==> src/rtl/sram_access_seq_if.sv <==
// sram_access_seq_if: CPU request/ack bus plus byte-laned RAM port of the access sequencer
interface sram_access_seq_if #(parameter int ADDR_WIDTH = 16);
  logic                  req;
  logic                  we;
  logic                  word;
  logic [ADDR_WIDTH:0]   cpu_addr;
  logic [15:0]           wdata;
  logic                  ack;
  logic [15:0]           rdata;
  logic                  mem_cs;
  logic                  mem_oe;
  logic                  mem_wr;
  logic                  mem_even;
  logic                  mem_odd;
  logic [ADDR_WIDTH-1:0] mem_addr;
  logic [15:0]           mem_din;
  logic [15:0]           mem_q;
  modport master (
    output req, we, word, cpu_addr, wdata, mem_q,
    input  ack, rdata, mem_cs, mem_oe, mem_wr, mem_even, mem_odd, mem_addr, mem_din
  );
  modport slave (
    input  req, we, word, cpu_addr, wdata, mem_q,
    output ack, rdata, mem_cs, mem_oe, mem_wr, mem_even, mem_odd, mem_addr, mem_din
  );
endinterface

==> src/rtl/sram_access_seq.sv <==
// sram_access_seq: turns CPU byte/word accesses into one or two byte-laned RAM cycles
module sram_access_seq #(
  parameter int ADDR_WIDTH = 16
) (
  input logic           clk,
  input logic           reset_n,
  sram_access_seq_if.slave bus
);
  typedef enum logic [2:0] {IDLE, ISSUE1, WAIT1, ISSUE2, WAIT2, DONE} state_t;
  state_t state, state_nx;
  logic                  we_q, word_q;
  logic [ADDR_WIDTH:0]   addr_q;
  logic [15:0]           wdata_q;
  logic                  split, in_first, in_second, active;
  logic [ADDR_WIDTH-1:0] w_addr, w_addr1;
  logic                  cs_d, oe_d, wr_d, even_d, odd_d, ack_d, cap_lo_d, cap_hi_d;
  logic                  cap_lo, cap_hi;
  logic [ADDR_WIDTH-1:0] addr_d;
  logic [15:0]           din_d;
  assign split   = word_q & addr_q[0];
  assign w_addr  = addr_q[ADDR_WIDTH:1];
  assign w_addr1 = w_addr + ADDR_WIDTH'(1);
  always_ff @(posedge clk or negedge reset_n)
    if (!reset_n) state <= IDLE;
    else          state <= state_nx;
  always_ff @(posedge clk or negedge reset_n)
    if (!reset_n) begin
      we_q    <= 1'b0;
      word_q  <= 1'b0;
      addr_q  <= '0;
      wdata_q <= '0;
    end else if (state == IDLE && bus.req) begin
      we_q    <= bus.we;
      word_q  <= bus.word;
      addr_q  <= bus.cpu_addr;
      wdata_q <= bus.wdata;
    end
  always_comb begin
    state_nx = state;
    case (state)
      IDLE:    state_nx = bus.req ? ISSUE1 : IDLE;
      ISSUE1:  state_nx = !we_q ? WAIT1 : (split ? ISSUE2 : DONE);
      WAIT1:   state_nx = split ? ISSUE2 : DONE;
      ISSUE2:  state_nx = we_q ? DONE : WAIT2;
      WAIT2:   state_nx = DONE;
      DONE:    state_nx = IDLE;
      default: state_nx = IDLE;
    endcase
  end
  // Outputs are registered from the current state, so the RAM sees each phase one cycle after the FSM enters it
  always_comb begin
    in_first  = state == ISSUE1 || state == WAIT1;
    in_second = state == ISSUE2 || state == WAIT2;
    active    = in_first || in_second;
    cs_d      = active;
    wr_d      = active && we_q;
    oe_d      = active && !we_q;
    odd_d     = in_first && addr_q[0];
    even_d    = in_second || (in_first && !word_q && !addr_q[0]);
    addr_d    = in_second ? w_addr1 : (in_first ? w_addr : '0);
    din_d     = !wr_d ? 16'h0000 :
                in_second ? {8'h00, wdata_q[15:8]} :
                (word_q && !addr_q[0]) ? wdata_q : {8'h00, wdata_q[7:0]};
    ack_d     = state == DONE;
    cap_lo_d  = state == WAIT1;
    cap_hi_d  = state == WAIT2;
  end
  always_ff @(posedge clk or negedge reset_n)
    if (!reset_n) begin
      bus.mem_cs   <= 1'b0;
      bus.mem_oe   <= 1'b0;
      bus.mem_wr   <= 1'b0;
      bus.mem_even <= 1'b0;
      bus.mem_odd  <= 1'b0;
      bus.mem_addr <= '0;
      bus.mem_din  <= '0;
      bus.ack      <= 1'b0;
      bus.rdata    <= '0;
      cap_lo       <= 1'b0;
      cap_hi       <= 1'b0;
    end else begin
      bus.mem_cs   <= cs_d;
      bus.mem_oe   <= oe_d;
      bus.mem_wr   <= wr_d;
      bus.mem_even <= even_d;
      bus.mem_odd  <= odd_d;
      bus.mem_addr <= addr_d;
      bus.mem_din  <= din_d;
      bus.ack      <= ack_d;
      cap_lo       <= cap_lo_d;
      cap_hi       <= cap_hi_d;
      if (cap_lo)
        bus.rdata <= split ? {bus.rdata[15:8], bus.mem_q[7:0]} :
                     word_q ? bus.mem_q : {8'h00, bus.mem_q[7:0]};
      else if (cap_hi)
        bus.rdata[15:8] <= bus.mem_q[7:0];
    end
endmodule

==> src/flat_wrapper.sv <==
// flat-port wrapper written by rule: the top's interface ports become plain ports
module sram_access_seq_flat 
#(
  parameter int ADDR_WIDTH = 16
)
  (clk, reset_n, bus_req, bus_we, bus_word, bus_cpu_addr, bus_wdata, bus_mem_q, bus_ack, bus_rdata, bus_mem_cs, bus_mem_oe, bus_mem_wr, bus_mem_even, bus_mem_odd, bus_mem_addr, bus_mem_din);
  sram_access_seq_if #(.ADDR_WIDTH(ADDR_WIDTH)) bus_i ();
  input logic clk;
  input logic reset_n;
  input wire logic [$bits(bus_i.req)-1:0] bus_req;
  input wire logic [$bits(bus_i.we)-1:0] bus_we;
  input wire logic [$bits(bus_i.word)-1:0] bus_word;
  input wire logic [$bits(bus_i.cpu_addr)-1:0] bus_cpu_addr;
  input wire logic [$bits(bus_i.wdata)-1:0] bus_wdata;
  input wire logic [$bits(bus_i.mem_q)-1:0] bus_mem_q;
  output wire logic [$bits(bus_i.ack)-1:0] bus_ack;
  output wire logic [$bits(bus_i.rdata)-1:0] bus_rdata;
  output wire logic [$bits(bus_i.mem_cs)-1:0] bus_mem_cs;
  output wire logic [$bits(bus_i.mem_oe)-1:0] bus_mem_oe;
  output wire logic [$bits(bus_i.mem_wr)-1:0] bus_mem_wr;
  output wire logic [$bits(bus_i.mem_even)-1:0] bus_mem_even;
  output wire logic [$bits(bus_i.mem_odd)-1:0] bus_mem_odd;
  output wire logic [$bits(bus_i.mem_addr)-1:0] bus_mem_addr;
  output wire logic [$bits(bus_i.mem_din)-1:0] bus_mem_din;
  assign bus_i.req = bus_req;
  assign bus_i.we = bus_we;
  assign bus_i.word = bus_word;
  assign bus_i.cpu_addr = bus_cpu_addr;
  assign bus_i.wdata = bus_wdata;
  assign bus_i.mem_q = bus_mem_q;
  assign bus_ack = bus_i.ack;
  assign bus_rdata = bus_i.rdata;
  assign bus_mem_cs = bus_i.mem_cs;
  assign bus_mem_oe = bus_i.mem_oe;
  assign bus_mem_wr = bus_i.mem_wr;
  assign bus_mem_even = bus_i.mem_even;
  assign bus_mem_odd = bus_i.mem_odd;
  assign bus_mem_addr = bus_i.mem_addr;
  assign bus_mem_din = bus_i.mem_din;
  sram_access_seq #(.ADDR_WIDTH(ADDR_WIDTH)) u_core (.clk(clk), .reset_n(reset_n), .bus(bus_i));
endmodule
==> config.mk <==
export PLATFORM = sky130hd
export DESIGN_NAME = sram_access_seq_flat
export DESIGN_NICKNAME = d
export VERILOG_FILES = /design/src/rtl/sram_access_seq_if.sv /design/src/rtl/sram_access_seq.sv /design/src/flat_wrapper.sv
export SDC_FILE = /design/constraint.sdc
export NUM_CORES = 1
export LEC_CHECK = 0
export ABC_AREA = 1
export CAP_MARGIN = 25
export CORE_MARGIN = 4
export CORE_UTILIZATION = 52
export DETAILED_ROUTE_END_ITERATION = 10
export GPL_TIMING_DRIVEN = 0
export HOLD_SLACK_MARGIN = 0.02
export PLACE_DENSITY = 0.85
export SYNTH_ARGS = -nofsm -noshare
export SYNTH_HDL_FRONTEND = slang
export SYNTH_SLANG_ARGS = --single-unit
==> constraint.sdc <==
create_clock -name clk -period 2.5 [get_ports clk]
set_input_delay 0.75 -clock clk [delete_from_list [all_inputs] [get_ports clk]]
set_output_delay 0.75 -clock clk [all_outputs]
set_load 0.03 [all_outputs]
==> results of run 1 <==
## kinds of logic after synthesis
group	after synthesis
simple gates	207
buf+inv	94
xor+xnor	2
flops	94
fa+ha+maj	1
compound gates	77
## worst max path at each step
| stage | to | slack [ns] |
|---|---|---|
| final | bus_mem_din[12] | 0.34 |
| after detailed placement | u_core.state[0]$_DFF_PN0_ | 0.39 |
| after global routing | bus_rdata[4] | 0.29 |
| after CTS | bus_mem_din[12] | 0.33 |
| after floorplan | u_core.state[0]$_DFF_PN0_ | 1.13 |
| after global placement | u_core.addr_q[7]$_DFFE_PN0P_ | -2.57 |
## synthesized netlist by cell type (4+ instances only)
cell type,instances
sky130_fd_sc_hd__nand3_1,27
sky130_fd_sc_hd__o21ai_0,49
sky130_fd_sc_hd__inv_1,74
sky130_fd_sc_hd__nor3_1,9
sky130_fd_sc_hd__dfrtp_1,94
sky130_fd_sc_hd__buf_2,4
sky130_fd_sc_hd__nand2_1,103
sky130_fd_sc_hd__nor2_1,50
sky130_fd_sc_hd__clkbuf_1,7
sky130_fd_sc_hd__a21oi_1,21
sky130_fd_sc_hd__nand2_4,4
## sequential cells by signal, indices dropped and copies added, names as in the netlist
name and flops:
u_core.bus.mem_even 1, u_core.word_q 1, u_core.state 3, u_core.bus.mem_addr 16, u_core.we_q 1, u_core.addr_q 17
u_core.bus.rdata 16, u_core.bus.mem_oe 1, u_core.cap_lo 1, u_core.bus.mem_din 16, u_core.cap_hi 1, u_core.bus.mem_wr 1
u_core.bus.ack 1, u_core.bus.mem_cs 1, u_core.bus.mem_odd 1, u_core.wdata_q 16
## report_power, final
part	switching, uW	total [uW]	internal [uW]
registers	374	2530	2160
logic	2210	3500	1290
clock network	503	984	481
total	3090	7020	3930
## stage by stage
stage	instances	TNS, ns	hold slack (ns)	worst slack (ns)
finish	699	0	0.384	0.337
global route	699	0	0.414	0.293
CTS	699	0	0.396	0.328
detailed placement	685	0	0.475	0.394
floorplan	475	0	0.453	1.13
global placement	684	-241.45	0.469	-2.57
## cells in the final DEF, fill, tap and decap left out, drive strengths merged
cell type      instances
nand2                109
clkdlybuf4s50        106
dfrtp                 94
inv                   78
nor2                  53
o21ai                 53
nand3                 28
a21oi                 21
clkbuf                18
buf                   11
nor3                   9
nand4                  3
nand3b                 3
or2                    2
xor2                   2
a22o                   1
o22ai                  1
o21a                   1
ha                     1
clkinvlp               1
clkinv                 1
bufinv                 1
## routing by layer
| layer | vias to the layer above | track usage |
|---|---|---|
| met5 | - | 0 |
| met4 | 0 | 0.0958 |
| met3 | 28 | 0.0411 |
| met2 | 180 | 0.376 |
| met1 | 1634 | 0.280 |
| li1 | 1707 | - |
## final cells by class
cell class,instances,share of cell area
repair buffers,108,0.200
plain buffers,16,0.0173
clock inverters,3,0.00844
flip-flops and latches,94,0.429
well taps,102,0.0233
clock buffers,11,0.0258
multi-input cells,287,0.243
inverters,78,0.0538
## worst register-to-register path, delay by kind of cell, from the launching register on
family        cells  cell delay [ns]
fa+ha+maj         1             0.21
buf+inv           1             0.16
flops             1             0.43
simple gates      6             0.60
==> PnR_summary.wiki, run 1 <==
{| class="wikitable"
! Metric !! Value
|-
| Main combinational cell family by area after synthesis || simple AND/OR/NAND/NOR gates
|-
| Type of destination of the critical path || output port
|-
| Worst skew pair latency || around 0.36 ns
|-
| Number of filler cells placed in the layout || between 500 and 600
|-
| Routed met2 length || a little under 5000 um
|-
| Antenna violations before repair || 0
|-
| Area delta synth->final || 34.6%
|-
| Detailed-route wire length per cell || ~14 um
|-
| Register bit total from synthesis || between 90 and 100
|-
| Arr. time, crit path || between 1 and 1.5 ns
|-
| Vias per Instance || approximately 5
|-
| Half-perimeter wire length after placement || ~7400 um
|-
| Detail Route Antenna Nets || 0
|-
| Die area || about 0.0093 mm2
|-
| Slew Viols, Final || 0
|-
| Post-layout nets || between 600 and 700
|-
| Max clock buf depth || 2
|-
| H-tree depth || 3
|-
| Result of the run || completed
|-
| Final hold violation count || 0
|-
| Die H || 96.5 um
|-
| Floorplan Core Area || 0.00769 mm2
|-
| Finish-stage setup viols || 0
|-
| Post-cts resize count || 0
|-
| Worst path top cell family by delay || buffers and inverters
|-
| Unrepaired setup endpoints after global routing || false
|-
| Synth warnings || 0
|-
| Most area-hungry cell type in the Yosys netlist || sky130_fd_sc_hd__dfrtp_1
|-
| Internal reg-to-reg setup slack || 1.00 ns
|-
| Cell row count || 32
|-
| Crit path time final || roughly 2.2 ns
|-
| Area fraction in compound gates after synthesis || 0.0974
|-
| I/O pin count || 108
|-
| Count of clock tree sinks || 94
|-
| Placement-stage cell area || approximately 0.0053 mm2
|-
| Overflow after GRT || 0
|-
| Final clock period utilization by the worst path || 0.865
|-
| Final standard cell utilization of the core || 0.714
|-
| Synthesized netlist net count || 530
|-
| Series of cell instances along the critical path || clkdlybuf4s50_1
|-
| Mux cell area share after synthesis || 0
|-
| Share of synthesized registers carrying an async set or reset || 1.00
|-
| Die width || a little under 100 um
|-
| Detailed-routing wirelength on met1 || slightly below 4000 um
|-
| Transition time at the pin with the least slew margin || roughly 0.59 ns
|-
| Area share of and/or/nand/nor cells after synthesis || 0.222
|-
| Clock Tree Root || sky130_fd_sc_hd__clkbuf_8
|-
| Global placement routability congestion || approximately 0.90
|-
| Clock Pin Slew Worst Setup and Hold Paths || approximately 0.090 ns
|-
| Cell types occupying the most area after synthesis || sky130_fd_sc_hd__dfrtp_1 (58%), sky130_fd_sc_hd__nand2_1 (9.5%), sky130_fd_sc_hd__inv_1 (6.8%)
|-
| Number of vias in the routed layout || around 3500
|-
| Crit path max fanout || 1
|-
| Post-synthesis average cell area || 8.58 um2
|-
| Input/output buffers || 107
|-
| Post-layout total power || ~7000 uW
|-
| Sequential cell area || approximately 0.0024 mm2
|-
| Endpoint of the most critical register-to-register path || u_core.bus.mem_addr[12]$_DFF_PN0_
|-
| Launch instance of the worst register-to-register path || u_core.addr_q[2]$_DFFE_PN0P_
|-
| Total met3 wirelength after detailed routing || 824 um
|-
| Headroom to the max-slew limit || 0.604
|-
| Top layer in use || met4
|-
| Max-cap violations || 0
|-
| Depth of the worst register-to-register path || 8
|-
| Startpoint class of the critical path || register
|-
| Clock tree from TritonCTS || done
|-
| Sequential cell area fraction in the yosys report || 0.577
|-
| Multi-input gate area in the final layout || approximately 0.0013 mm2
|-
| Stage delay of the slowest cell on the critical path || approximately 0.70 ns
|-
| Critical-path cell with the highest stage delay || sky130_fd_sc_hd__clkdlybuf4s50_1
|-
| Maximum number of pins on one net before global-route repair || 51
|-
| Wire length of the first global-routing pass || 15600 um
|-
| Antenna cell count || 0
|-
| Class of the tightest hold or removal check || input port to asynchronous set/reset pin
|-
| Number of global-route vias before repair || around 3300
|-
| Total power density per cell area || 1280 mW/mm2
|-
| Post-cts hold buffer count || 0
|-
| Area share of xor/xnor cells in the synthesized design || 0.00430
|-
| Worst path bufs/invs || 1
|-
| Sum of routed wire length over all layers || roughly 9900 um
|-
| Number of enable flip-flop cells after synthesis || 0
|-
| CTS buffer count || 9
|-
| Crit Path Class || register to output port
|-
| Main synth FF type || sky130_fd_sc_hd__dfrtp_1
|-
| Total track usage || 0.222
|-
| VDD IR max || approximately 660 uV
|-
| Iteration-0 DRC count of the detailed router || between 200 and 250
|-
| Cell count along the critical path || 1
|-
| Static Leakage || 0.00273 uW
|-
| Portion of synthesized cell area occupied by the leading cell type || 0.577
|-
| Effective utilization at floorplan || 0.530
|-
| Post-synthesis share of cell area spent on full adders, half adders and majority gates || 0.00307
|-
| Post-route clock skew || around 0.0093 ns
|-
| Residual DRC || 0
|-
| Launching element of the worst setup path || u_core.bus.mem_din[12]$_DFF_PN0_
|-
| FMAX || 0.462 GHz
|-
| Synth Instances || about 480
|-
| Final instance area || between 0.005 and 0.006 mm2
|-
| Distinct cell type count of the synthesized netlist || 29
|-
| Post-CTS setup-driven buffer insertion count || 0
|-
| Required time of the critical path || 1.75 ns
|-
| First-pass iteration count of the detailed router || 5
|-
| Synth Cell Area || ~0.0041 mm2
|-
| Share of layout cells above drive strength 1 || 0.0653
|}
Note: power is estimated with default switching activity, not from simulation.
==> run 2: changes to the inputs <==
Settings changed: CAP_MARGIN 25 to 30.
==> results of run 2 <==
No change in the layout: final DEF, timing and power equal those of run 1.
